`src/rtl/aes_pkg.sv`:
```
// Shared AES datapath definitions: geometry, MixColumns mode encodings,
// column-collector FSM states and a byte-parity helper used when the
// AES_ARK_PARITY_EN build option is enabled.
package aes_pkg;

    localparam int AES_COL_W    = 32;
    localparam int AES_STATE_W  = 128;
    localparam int AES_NUM_COLS = 4;

    // Which MixColumns flavour a column arrives in; 2'd3 is reserved and
    // handled like MIX_RAW.
    localparam logic [1:0] MIX_FWD = 2'd0;
    localparam logic [1:0] MIX_INV = 2'd1;
    localparam logic [1:0] MIX_RAW = 2'd2;

    typedef enum logic {
        COLLECT = 1'b0,
        FULL    = 1'b1
    } collect_state_t;

    // Bit i is the XOR of state byte i; bit 15 covers bits [127:120].
    function automatic logic [AES_STATE_W/8-1:0] byte_parity(input logic [AES_STATE_W-1:0] s);
        logic [AES_STATE_W/8-1:0] p;
        p = '0;
        for (int i = 0; i < AES_STATE_W / 8; i++) begin
            p[i] = ^s[8*i +: 8];
        end
        return p;
    endfunction

endpackage

```
`src/rtl/aes_ark_col_mux.sv`:
```
// One-column key add: picks the forward-mixed, inverse-mixed or unmixed
// column according to the mix mode and XORs it with the round-key word.
module aes_ark_col_mux
    import aes_pkg::*;
(
    input  logic [1:0]           mix_mode,
    input  logic [AES_COL_W-1:0] col_fwd,
    input  logic [AES_COL_W-1:0] col_inv,
    input  logic [AES_COL_W-1:0] col_raw,
    input  logic [AES_COL_W-1:0] rk_word,
    output logic [AES_COL_W-1:0] col_key
);

    logic [AES_COL_W-1:0] col_sel;

    // Column select (reserved mode falls through to the unmixed column) and key add
    always_comb begin
        col_sel = col_raw;
        case (mix_mode)
            MIX_FWD: col_sel = col_fwd;
            MIX_INV: col_sel = col_inv;
            default: col_sel = col_raw;
        endcase
        col_key = col_sel ^ rk_word;
    end

endmodule

```
`src/rtl/aes_ark_col_collect.sv`:
```
// Column-serial AddRoundKey and state assembler. Accepts one 32-bit column
// per handshake, adds the round-key word, and packs four columns into a
// registered 128-bit state handed downstream over valid/ready.
// Optional build macro: AES_ARK_PARITY_EN adds the state_par byte-parity port.
module aes_ark_col_collect
    import aes_pkg::*;
#(
    parameter int ROUND_W    = 4,
    parameter int LAST_ROUND = 10
) (
    input  logic                   clk,
    input  logic                   rst,
    input  logic                   flush,
    input  logic                   col_valid,
    output logic                   col_ready,
    input  logic [AES_COL_W-1:0]   col_fwd,
    input  logic [AES_COL_W-1:0]   col_inv,
    input  logic [AES_COL_W-1:0]   col_raw,
    input  logic [1:0]             mix_mode,
    input  logic [ROUND_W-1:0]     round_in,
    input  logic [AES_COL_W-1:0]   rk_word,
    output logic                   state_valid,
    input  logic                   state_ready,
    output logic [AES_STATE_W-1:0] state_out,
    output logic [ROUND_W-1:0]     state_round,
    output logic                   state_last
`ifdef AES_ARK_PARITY_EN
    ,
    output logic [AES_STATE_W/8-1:0] state_par
`endif
);

    localparam logic [ROUND_W-1:0] LAST_TAG = LAST_ROUND[ROUND_W-1:0];

    collect_state_t               fsm;
    logic                         init_done;
    logic [1:0]                   col_cnt;
    logic [1:0]                   mode_q;
    logic [ROUND_W-1:0]           round_q;
    // Columns 0..2 of the state under construction; column 3 goes straight
    // into state_out together with these.
    logic [3*AES_COL_W-1:0]       work;
    logic [1:0]                   mode_eff;
    logic [AES_COL_W-1:0]         col_key;
    logic                         accept;

    // Column 0 uses the live mode; later columns reuse the mode latched with column 0
    assign mode_eff = (col_cnt == 2'd0) ? mix_mode : mode_q;

    // In FULL a new column 0 may enter only when the held state leaves the same cycle
    assign col_ready = init_done && ((fsm == COLLECT) || state_ready);
    assign accept    = col_valid && col_ready && !flush;

    aes_ark_col_mux u_col_mux (
        .mix_mode (mode_eff),
        .col_fwd  (col_fwd),
        .col_inv  (col_inv),
        .col_raw  (col_raw),
        .rk_word  (rk_word),
        .col_key  (col_key)
    );

    // Hold col_ready low until the first clock after reset release
    always_ff @(posedge clk or posedge rst) begin
        if (rst) begin
            init_done <= 1'b0;
        end else begin
            init_done <= 1'b1;
        end
    end

    // Column slotting, state hand-off FSM and output state registers
    always_ff @(posedge clk or posedge rst) begin
        if (rst) begin
            fsm         <= COLLECT;
            col_cnt     <= 2'd0;
            mode_q      <= MIX_FWD;
            round_q     <= '0;
            work        <= '0;
            state_valid <= 1'b0;
            state_out   <= '0;
            state_round <= '0;
            state_last  <= 1'b0;
`ifdef AES_ARK_PARITY_EN
            state_par   <= '0;
`endif
        end else if (flush) begin
            fsm         <= COLLECT;
            col_cnt     <= 2'd0;
            work        <= '0;
            state_valid <= 1'b0;
        end else begin
            if (accept) begin
                col_cnt <= col_cnt + 2'd1;
                case (col_cnt)
                    2'd0: begin
                        work[3*AES_COL_W-1 -: AES_COL_W] <= col_key;
                        mode_q  <= mix_mode;
                        round_q <= round_in;
                    end
                    2'd1: work[2*AES_COL_W-1 -: AES_COL_W] <= col_key;
                    2'd2: work[AES_COL_W-1:0] <= col_key;
                    default: begin
                        state_out   <= {work, col_key};
                        state_round <= round_q;
                        state_last  <= (round_q == LAST_TAG);
`ifdef AES_ARK_PARITY_EN
                        state_par   <= byte_parity({work, col_key});
`endif
                    end
                endcase
            end

            case (fsm)
                COLLECT: begin
                    if (accept && (col_cnt == 2'd3)) begin
                        fsm         <= FULL;
                        state_valid <= 1'b1;
                    end
                end
                FULL: begin
                    if (state_ready) begin
                        fsm         <= COLLECT;
                        state_valid <= 1'b0;
                    end
                end
                default: begin
                    fsm         <= COLLECT;
                    state_valid <= 1'b0;
                end
            endcase
        end
    end

endmodule

```
`config.mk`:
```
export PLATFORM = sky130hd
export DESIGN_NAME = aes_ark_col_collect
export DESIGN_NICKNAME = d
export VERILOG_FILES = /design/src/rtl/aes_pkg.sv /design/src/rtl/aes_ark_col_mux.sv /design/src/rtl/aes_ark_col_collect.sv
export SDC_FILE = /design/constraint.sdc
export NUM_CORES = 1
export LEC_CHECK = 0
export CORE_MARGIN = 5
export CORE_UTILIZATION = 53
export CTS_BUF_LIST = sky130_fd_sc_hd__clkbuf_4 sky130_fd_sc_hd__clkbuf_8
export CTS_CLUSTER_DIAMETER = 50
export CTS_CLUSTER_SIZE = 25
export DETAILED_ROUTE_END_ITERATION = 8
export PLACE_DENSITY = 0.87
export SLEW_MARGIN = 30
export SYNTH_ARGS = -nofsm -noshare
export SYNTH_HDL_FRONTEND = slang
export SYNTH_SLANG_ARGS = --single-unit
export TNS_END_PERCENT = 100
```
`constraint.sdc`:
```
create_clock -name clk -period 14.8 [get_ports clk]
set_input_delay 1.48 -clock clk [delete_from_list [all_inputs] [get_ports clk]]
set_output_delay 1.48 -clock clk [all_outputs]
set_load 0.01 [all_outputs]
```
; Word level (Yosys, flattened, before mapping)
; Index checks and enable logic that the tools add are counted.
; Widths: inputs -> output; s select.
[op_classes]
n_addsub = 1
mul = 0
div = 0
magnitude_cmp = 0
n_eq_ne = 7
shifts = 0
n_mux = 17
bitwise_logic = 4
n_reduce_logical = 20
[ops]
columns = cell, count
row1 = $mux 96, 2
row2 = $mux 32, 3
row3 = $pmux 32 s2, 1
row4 = $xor 32x32->32, 1
row5 = $reduce_and 2->1, 5
row6 = $reduce_bool 2->1, 4
row7 = $mux 1, 6
row8 = $mux 2, 3
row9 = $reduce_and 3->1, 2
row10 = $eq 2x1->1 const B, 2
row11 = $eq 2x2->1 const B, 2
row12 = $eq 4x4->1 const B, 1
row13 = $logic_and 1x1->1, 4
row14 = $logic_not 2->1, 2
row15 = $pmux 1 s2, 2
row16 = $ne 3x2->1 const B, 1
row17 = $ne 3x3->1 const B, 1
row18 = $not 1->1, 3
row19 = $reduce_or 3->1, 1
row20 = $add 2x1->2 const B, 1
row21 = $logic_not 1->1, 1
row22 = $logic_or 1x1->1, 1
[word_totals]
reg_bits = 240
latchBits = 0
mem_bits_rw = 0
romBits = 0
input_bits = 139
out_inout_bits = 135
elab_cells = 61
n_memories = 0

; Depth between registers and ports, before layout
[depth]
depth_word = 9
depth_mapped = 9
ltp_nobuf = 7

; Modules after synthesis
; A second synthesis with hierarchy kept.
[unflattened]
cells_unflattened = 709
hier_area_um2 = 10108.4
[by_module_without_submodules]
columns = module, instances, cells_per_inst, area_per_inst_um2, seq_area_each_um2
row1 = aes_ark_col_collect, 1, 570, 9117.5, 6005.8
row2 = aes_ark_col_mux, 1, 139, 991.0, 0.0

; Worst setup path after synthesis
; Ideal clock, no wire load.
[synth_path]
path_type = in2out
start = input port state_ready
end = output port col_ready
arrival_time_ns = 1.814
required_ns = 13.320
path_slack_ns = 11.506
cell_stages = 2
n_path_buf = 0
cell_sequence = nand2b_1 and2_1
[synth_between]
elab_chain_cells = 2
[synth_lines]
columns = item, line_no
row1 = start: declaration, aes_ark_col_collect.sv:23  ; input logic state_ready,
row2 = $logic_or 1x1->1, aes_ark_col_collect.sv:51  ; assign col_ready = init_done && ((fsm == COLLECT) || state_ready);
row3 = $logic_and 1x1->1, aes_ark_col_collect.sv:51
row4 = end: declaration, aes_ark_col_collect.sv:15  ; output logic col_ready,
; Every way passes these cells.

; Worst setup path in the final report
; Ends and elaborated chain as after synthesis.

==> metrics.md <==
| Metric | Value |
|---|---|
| Status | `finished, final reports clean` |
| P&R area growth vs syn | `34.53%` |
| Logic pwr share | `between 10 and 15%` |
| Reg2Reg Setup Slack | `11.37 ns` |
| DP HPWL | `18220 um` |
| Clk root buf | `clkbuf_8` |
| Width of the die | `roughly 150 um` |
| Initial DRT Pass Iterations | `5` |
| Post-Route Setup TNS | `0 ns` |
| Vias in the first global route | `7920` |
| Postcts setup bufs | `0` |
| Pwr Density | `95.30 nW/um^2` |
| Routed wl met2 | `~13000 um` |
| TritonCTS clock tree | `done` |
| Met3 WL post-DR | `just under 2000 um` |
| Max-slew violations | `0` |
| Clock Power Share | `approximately 31%` |
| RSZ-0062 raised after global routing | `no` |
| Syn avg cell area | `10.93 sq um` |
| Predominant post-synthesis flop cell | `dfrtp_1` |
| Final Non-Filler Cells | `1381` |
| Relative slew slack | `35.97%` |
| Die ar. | `~21000 sq um` |
| Gpl congestion | `just under 0.8` |
| Total track usage | `24.65%` |
| Drt total wl | `26760 um` |
| CP peak stage delay | `roughly 0.53 ns` |
| Wire length of the first global-routing pass | `42860 um` |
| Initial antenna violation count | `0` |
| Setup crit start kind | `input pin` |
| Period minus WS final | `4.279 ns` |
| Max VDD drop | `78.96 uV` |
| Fin nets | `1283` |
| Worst r2r src | `col_cnt[0]` |
| DRC | `0` |
| Final period utilization | `28.91%` |
| Hold Path Class | `flop to flop` |
| Initial drt markers | `between 400 and 500` |
| Overflow after GRT | `0` |
| P_sw | `354.4 uW` |
| Initial core utilization | `54.20%` |
| Reg clk slew, reported paths | `approximately 0.12 ns` |
| Port Buffers | `273` |
| Sw frac | `28.20%` |
| Setup violators final | `0` |
| Max Used Layer | `met4` |
| Worst-path fanout max | `4` |
| Reg-to-Reg End | `state_out[31]` |
| Area of the multi-input gates | `about 3600 sq um` |
| Hold path startpoint | `work[43]` |
| CTS H-tree lvls | `1` |
| Yosys cell types | `26` |
| Most frequent CP cell | `clkdlybuf4s50_1` |
| CTS Hold Bufs | `0` |
| Resize count post-CTS | `0` |
| Post-synthesis net count | `1040` |
| Seq. cell area | `6006 sq um` |
| Reg power frac | `54.6%` |
| Seq cells post-synth | `240` |
| # diodes | `0` |
| Share of layout cells above drive strength 1 | `7.726%` |
| Num CTS Buffers | `19` |
| Post-synth EDFFs | `0` |
| Max Buffers Root-to-Sink | `3` |
| Die Ht | `146.0 um` |
| Seq/Total Area, Yosys | `61.27%` |
| Final Hold Vio Count | `0` |
| M1 wire length | `10890 um` |
| Inst Count DP | `1346` |
| YS warnings | `0` |
| Internal Power | `between 900 and 1000 uW` |
| CP cell instances | `clkdlybuf4s50_1 -> nand2b_1 -> and2_1 -> clkdlybuf4s50_1` |
| Gate Count Post-Synth | `897` |
| Fmax | `233.7 MHz` |
| DR vias | `around 7600` |
| Worst r2r path cells | `8` |
| Clock Sinks | `240` |
| I/O pin count | `274` |
| Worst-Skew Late Latency | `0.52 ns` |
| Core area | `roughly 18000 sq um` |
| Via density | `5.519` |
| ANT nets after route | `0` |
| Slowest cell on crit path | `clkdlybuf4s50_1` |
| Leak | `roughly 0.0065 uW` |
| Worst hold path cell count | `2` |
| FILL cells | `roughly 1200` |
| Worst Hold Path EP | `state_out[75]` |
| Avg WL per Cell | `19.38 um` |
| CP Data Required Time | `13.32 ns` |
| Critical Path Sink Type | `output port` |
| Cell Rows | `49` |
| Async set or reset register ratio after synthesis | `100.0%` |
| Least-Margin Pin Slew | `0.9404 ns` |
| Mapped cell area | `9802 sq um` |
| CP Data Arrival Time | `roughly 2.8 ns` |
| Worst Setup Path Type | `input pin to output port` |
| Final Skew | `0.02354 ns` |
| Largest net degree at the start of global routing | `105` |
| Max_cap viols | `0` |
==> cells in the final DEF (no fill, tap or decap), types with 3 or more instances in the layout <==
| master | instances |
|---|---|
| a21oi_4 | 3 |
| clkdlybuf4s50_1 | 273 |
| mux2i_1 | 33 |
| nor2_1 | 38 |
| mux2_2 | 36 |
| a21oi_1 | 34 |
| xor2_1 | 32 |
| buf_16 | 3 |
| clkinv_8 | 4 |
| clkbuf_8 | 20 |
| ha_1 | 4 |
| dfrtp_1 | 240 |
| and2_2 | 3 |
| inv_8 | 5 |
| buf_4 | 4 |
| nand2_1 | 301 |
| a22o_1 | 96 |
==> area by class of cell <==
type                    instances  area share, %
repair buffers                282          21.81
inverters                       3         0.1423
clock buffers                  20          2.087
flip-flops and latches        240          45.55
well taps                     229          2.173
multi-input cells             594          27.05
clock inverters                13          1.186
==> cell usage after synthesis, types with 2 or more instances <==
cell type,n,share of area [%]
dfrtp_1,240,61
ha_1,4,0.51
nand2_1,302,12
xor2_1,32,2.9
nor2_1,38,1.5
clkbuf_1,31,1.2
buf_1,4,0.15
a22o_1,96,8.6
mux2i_1,34,3.5
buf_2,20,1.0
a21oi_1,37,1.9
and2_1,5,0.32
clkbuf_2,2,0.10
inv_1,3,0.11
mux2_2,36,4.1
buf_8,3,0.46
==> critical path: cells and delay by family <==
kind,cells,cell delay (ns)
buffers and inverters,2,1.01
AND/OR/NAND/NOR,2,0.31
==> sequential cells by signal (all words and copies together) (netlist names) <==
register and cells:
col_cnt 2, fsm 1, init_done 1, mode_q 2
round_q 4, state_last 1, state_out 128, state_round 4
state_valid 1, work 96
==> routing by layer <==
| layer | track usage [%] | up-vias |
|---|---|---|
| met5 | 0 | - |
| met3 | 5.232 | 48 |
| li1 | - | 3474 |
| met4 | 7.008 | 0 |
| met2 | 41.40 | 287 |
| met1 | 32.77 | 3813 |
==> worst max path at each step <==
stage          cells after the start        start             to
6_report                           4  state_ready      col_ready
5_1_grt                            4  state_ready      col_ready
4_1_cts                            4  state_ready      col_ready
3_5_place_dp                       5        flush  state_out[27]
3_3_place_gp                       5        flush  state_out[25]
2_1_floorplan                      1          rst     col_cnt[0]
==> power by group through the flow <==
| stage | sequential [uW] | combinational [uW] | clock [uW] |
|---|---|---|---|
| global route | 688 | 192 | 427 |
| global placement | 697 | 171 | 0 |
| CTS | 686 | 178 | 400 |
| finish | 686 | 177 | 394 |
| floorplan | 698 | 93.1 | 0 |
| detailed placement | 698 | 177 | 0 |
==> stage by stage <==
stage / hold WS, ns / worst slack (ns) / power (uW) / area (sq um) / utilization, %
5_1_grt: 0.4867 / 10.44 / 1308 / 13190 / 72.91
3_5_place_dp: 0.4526 / 10.01 / 875.7 / 12700 / 70.24
3_3_place_gp: 0.4454 / 10.13 / 868.0 / 12640 / 69.89
4_1_cts: 0.4642 / 10.52 / 1264 / 13140 / 72.63
2_1_floorplan: 0.4391 / 6.732 / 790.9 / 9802 / -
6_report: 0.4638 / 10.52 / 1257 / 13190 / 72.91
==> cell families after synthesis <==
kind of cell | count (synthesis) | synth area share (%)
other | 1 | 0.03826
flip-flops | 240 | 61.27
multiplexers | 71 | 7.838
buffers and inverters | 63 | 3.038
AND/OR/NAND/NOR | 349 | 13.68
adder cells (fa/ha/maj) | 4 | 0.5106
XOR/XNOR | 33 | 2.949
AO/OA/AOI/OAI | 136 | 10.67
(Power assumes the default switching activity.)
